`config.mk`:
```
export PLATFORM = sky130hd
export DESIGN_NAME = mem_rd_responder
export DESIGN_NICKNAME = d
export VERILOG_FILES = /design/src/rtl/mem_rd_responder.sv
export SDC_FILE = /design/constraint.sdc
export NUM_CORES = 1
export LEC_CHECK = 0
export ABC_CLOCK_PERIOD_IN_PS = 2900
export BUFFER_PORTS_ARGS = -buffer_cell sky130_fd_sc_hd__clkbuf_2
export CAP_MARGIN = 0
export CORE_MARGIN = 2
export CORE_UTILIZATION = 60
export CTS_BUF_LIST = sky130_fd_sc_hd__clkbuf_16
export DETAILED_ROUTE_END_ITERATION = 6
export PLACE_DENSITY_LB_ADDON = 0.2
export SLEW_MARGIN = 5
export SYNTH_ARGS = -nofsm -noshare
export SYNTH_HDL_FRONTEND = slang
export SYNTH_SLANG_ARGS = --single-unit
```
`constraint.sdc`:
```
create_clock -name clk -period 2.9 [get_ports clk]
set_clock_uncertainty 0.15 [all_clocks]
set_input_delay 0.58 -clock clk [delete_from_list [all_inputs] [get_ports clk]]
set_output_delay 0.58 -clock clk [all_outputs]
set_load 0.005 [all_outputs]
```
`src/rtl/mem_rd_responder.sv`:
```
// Masked-write memory with a valid/ready read port, 1-cycle in-flight stage and 2-entry response FIFO.
// Define MEM_RD_RESPONDER_BYPASS_EN to forward a same-cycle same-address write into the read.
module mem_rd_responder #(
    parameter int DW    = 8,
    parameter int AW    = 4,
    parameter int WORDS = 12
) (
    input  logic          clk,
    input  logic          rst,
    input  logic          wr_en,
    input  logic [AW-1:0] wr_addr,
    input  logic [DW-1:0] wr_data,
    input  logic [DW-1:0] wr_mask,
    input  logic          rd_req_valid,
    output logic          rd_req_ready,
    input  logic [AW-1:0] rd_req_addr,
    output logic          rd_resp_valid,
    input  logic          rd_resp_ready,
    output logic [DW-1:0] rd_resp_data,
    output logic          rd_resp_err
);

    localparam logic [AW:0] WORDS_L = (AW+1)'(WORDS);

    logic [DW-1:0] mem [WORDS];

    logic [1:0]    occ;
    logic [1:0]    fifo_cnt;
    logic          wr_ptr;
    logic          rd_ptr;
    logic [DW-1:0] fifo_data [2];
    logic [1:0]    fifo_err;

    logic          if_valid;
    logic          if_err;
    logic [DW-1:0] if_data;

    logic          wr_hit;
    logic          rd_hit;
    logic          accept;
    logic          pop;
    logic          pop_fifo;
    logic          push;
    logic          head_valid;
    logic [DW-1:0] head_data;
    logic          head_err;
    logic [DW-1:0] rd_word;

    assign wr_hit = wr_en && ({1'b0, wr_addr} < WORDS_L);
    assign rd_hit = {1'b0, rd_req_addr} < WORDS_L;

    assign rd_req_ready = (occ < 2'd2) && !rst;
    assign accept       = rd_req_valid && rd_req_ready;

    always_comb begin
        rd_word = '0;
        if (rd_hit) begin
            rd_word = mem[rd_req_addr];
`ifdef MEM_RD_RESPONDER_BYPASS_EN
            if (wr_hit && (wr_addr == rd_req_addr))
                rd_word = (rd_word & ~wr_mask) | (wr_data & wr_mask);
`endif
        end
    end

    always_ff @(posedge clk) begin
        if (wr_hit)
            mem[wr_addr] <= (mem[wr_addr] & ~wr_mask) | (wr_data & wr_mask);
    end

    // With the FIFO empty the in-flight word is the head, giving 1-cycle latency.
    assign head_valid = (fifo_cnt != 2'd0) || if_valid;
    assign head_data  = (fifo_cnt != 2'd0) ? fifo_data[rd_ptr] : if_data;
    assign head_err   = (fifo_cnt != 2'd0) ? fifo_err[rd_ptr] : if_err;

    assign rd_resp_valid = head_valid && !rst;
    assign rd_resp_data  = rd_resp_valid ? head_data : '0;
    assign rd_resp_err   = rd_resp_valid && head_err;

    assign pop      = rd_resp_valid && rd_resp_ready;
    assign pop_fifo = pop && (fifo_cnt != 2'd0);
    assign push     = if_valid && !(pop && (fifo_cnt == 2'd0));

    always_ff @(posedge clk) begin
        if (rst) begin
            occ      <= 2'd0;
            fifo_cnt <= 2'd0;
            wr_ptr   <= 1'b0;
            rd_ptr   <= 1'b0;
            if_valid <= 1'b0;
        end else begin
            occ      <= occ + 2'(accept) - 2'(pop);
            fifo_cnt <= fifo_cnt + 2'(push) - 2'(pop_fifo);
            if_valid <= accept;
            if (push)
                wr_ptr <= ~wr_ptr;
            if (pop_fifo)
                rd_ptr <= ~rd_ptr;
        end
    end

    always_ff @(posedge clk) begin
        if (accept) begin
            if_data <= rd_word;
            if_err  <= !rd_hit;
        end
        if (push) begin
            fifo_data[wr_ptr] <= if_data;
            fifo_err[wr_ptr]  <= if_err;
        end
    end

endmodule
```
==> impl_metrics.tcl <==
set metrics [dict create \
    nNetsFinal 487 \
    finalHoldViolations 0 \
    final_antenna_net_count 0 \
    synth_flop_cell "edfxtp_1" \
    fillers 630 \
    clkTransAtPathRegs_ns 0.06 \
    syn_area_per_cell_sq_um 16.2 \
    vias 3763 \
    hpwl_mm 9.32 \
    drt_pass1_iterations 5 \
    die_area_sq_um 11000 \
    grt_max_degree 25 \
    ys_seq_area_share_pct 63.2 \
    cp.arrival_ns 1.87 \
    r2r_start "fifo_cnt[1]$_SDFF_PP0_" \
    core_sq_um 9820 \
    relSlewSlack_pct 50.5 \
    final_util_pct 73.6 \
    post-cts-setup-buffers 0 \
    fin_cells 600 \
    grt_util_all_layers_pct 27.0 \
    synth_nets 409 \
    portBuffers 39 \
    pin_count 40 \
    drt-vias-per-instance 6.27 \
    worstPathMaxFanout 21 \
    rsz0062_at_grt "no" \
    synth_edf_count 123 \
    setup_tns_ns 0 \
    path_cells "or2_2, o21bai_2, a211oi_1, clkbuf_2" \
    start_util_pct 62.1 \
    drc 0 \
    yosysUniqueCellTypes 33 \
    status "finished, final reports clean" \
    p_leak_uw 0.00263 \
    final_cell_mix "edfxtp_1 (123), buf_4 (43), clkbuf_2 (39), mux2_2 (31), mux4_2 (27)" \
    synth_cells 376 \
    min-delay-start "rd_req_valid" \
    fin_hold_ws_ns 0.244 \
    cts_buffer_depth 2 \
    worst_slew_pin_slew_ns 0.742 \
    period_needed_ns 2.60 \
    cp_slowest_cell "or2_2" \
    synth_seq_cells 131 \
    ctsResizeCount 0 \
    die_w_um 105 \
    cts_hold_buf 0 \
    synthArstFlopShare_pct 0 \
    gr-total-overflow 0 \
    slowest_delay_ns 0.46 \
    grt_pass1_wl_mm 21.6 \
    synth_warnings 0 \
    dp.cells 568 \
    die_h_um 105 \
    setup_viol 0 \
    numCtsBuffers 17 \
    drive_above_1_share_pct 37.5 \
    area_delta_synth_final_pct 18.6 \
    syn-cell-area_sq_um 6100 \
    grt_pass1_vias 3905 \
    clock_sinks 131 \
    min_path_type "in -> reg" \
    drtIter0Drc 272 \
    worst_ep_required_time_ns 2.17 \
    htreeDepth 4 \
    worst-setup-path-type "reg -> out" \
    final_common_cell "edfxtp_1" \
    maxCapViolCount 0 \
    gp_congestion 0.892 \
    peakVddDrop_mv 0.438 \
    antenna_found_initial 0 \
    clk_latency_ns 0.41 \
    multi_input_area_sq_um 2010 \
    crit_path_start_kind "flip-flop" \
    drt_wl_total_mm 13.8 \
    diodes 0 \
    seqCellArea_sq_um 3850 \
    fmaxAchievable_mhz 384 \
    startpoint "fifo_cnt[1]$_SDFF_PP0_" \
    drv_slew 0 \
    fin_crit_sh_pct 89.7 \
    cts_root_buf "clkbuf_16" \
    wl_per_cell_um 23.1 \
    tritoncts "built" \
    p_per_area_nw_per_um2 653 \
    rows 36 \
    end_kind "output port" \
]
[power breakdown]
part	switching (uW)	internal (uW)	total (uW)
registers	34.3	2160	2190
clock network	770	1250	2020
logic	278	226	504
total	1080	3640	4720
[cells in the mapped netlist, drive strengths merged (3+ instances only)]
| cell type | n | share of area [%] |
|---|---|---|
| a211oi | 9 | 1.1 |
| a21oi | 16 | 1.3 |
| and2 | 4 | 0.41 |
| buf | 17 | 2.1 |
| clkbuf | 8 | 0.49 |
| dfxtp | 8 | 2.6 |
| edfxtp | 123 | 61 |
| ha | 4 | 0.82 |
| inv | 18 | 1.1 |
| mux2 | 32 | 5.9 |
| mux2i | 17 | 2.8 |
| mux4 | 32 | 12 |
| nand2b | 5 | 0.51 |
| nand3b | 5 | 0.62 |
| nor2 | 26 | 1.6 |
| nor2b | 3 | 0.31 |
| nor3 | 3 | 0.25 |
| o21ai | 4 | 0.33 |
| o22ai | 21 | 2.2 |
| o31a | 8 | 1.1 |
| xnor2 | 4 | 0.57 |
[final timing paths]
kind                                     to  slack [ns]  cells past startpoint
setup / recovery            rd_resp_data[0]        0.30                      4
hold / removal          if_valid$_SDFF_PP0_        0.24                      2
setup reg to reg          occ[1]$_SDFF_PP0_        0.46                      9
hold reg to reg   fifo_data[0][0]$_DFFE_PP_        0.34                      0
[state kept, by name, indices dropped and copies added, names as in the netlist, named ones only]
| signal | count |
|---|---|
| fifo_cnt | 2 |
| fifo_data | 16 |
| fifo_err | 2 |
| if_data | 8 |
| if_err | 1 |
| if_valid | 1 |
| mem | 96 |
| occ | 2 |
| rd_ptr | 1 |
| wr_ptr | 1 |
[cell type report]
cell class	instances	area share (%)
Clock buffer	17	5.88
Timing Repair Buffer	84	7.72
Multi-Input combinational cell	202	27.9
Inverter	18	0.935
Sequential cell	131	53.3
Tap cell	133	2.30
Clock inverter	15	1.99
[per-layer routing]
layer / GRT usage (%) / share of wire (%) / vias to the layer above
met5: 0 / 0 / -
met4: 13.1 / 3.1 / 0
met3: 5.86 / 6.9 / 45
met2: 46.2 / 52 / 214
met1: 32.5 / 38 / 1854
li1: - / - / 1650
[metrics by stage]
| step | total power (uW) | area, sq um | worst slack, ns |
|---|---|---|---|
| after floorplan | 2570 | 6100 | 0.543 |
| after global placement | 2710 | 6660 | 0.364 |
| after detailed placement | 2730 | 6660 | 0.327 |
| after CTS | 4740 | 7230 | 0.257 |
| after global routing | 4880 | 7230 | 0.165 |
| final | 4720 | 7230 | 0.298 |
[cell families after synthesis]
kind of cell,Yosys count,synth area share [%]
flip-flops,131,63.2
multiplexers,81,20.8
AO/OA/AOI/OAI,59,6.24
AND/OR/NAND/NOR,52,4.29
buffers and inverters,43,3.74
XOR/XNOR,6,0.862
adder cells (fa/ha/maj),4,0.821
[worst max-delay path: cells and delay by family (launching register included)]
kind / cells / cell delay (ns)
and+or+nand+nor: 1 / 0.46
DFF: 1 / 0.32
AOI/OAI and AO/OA: 2 / 0.55
buffers and inverters: 1 / 0.14
Note: power is estimated with default switching activity, not from simulation.
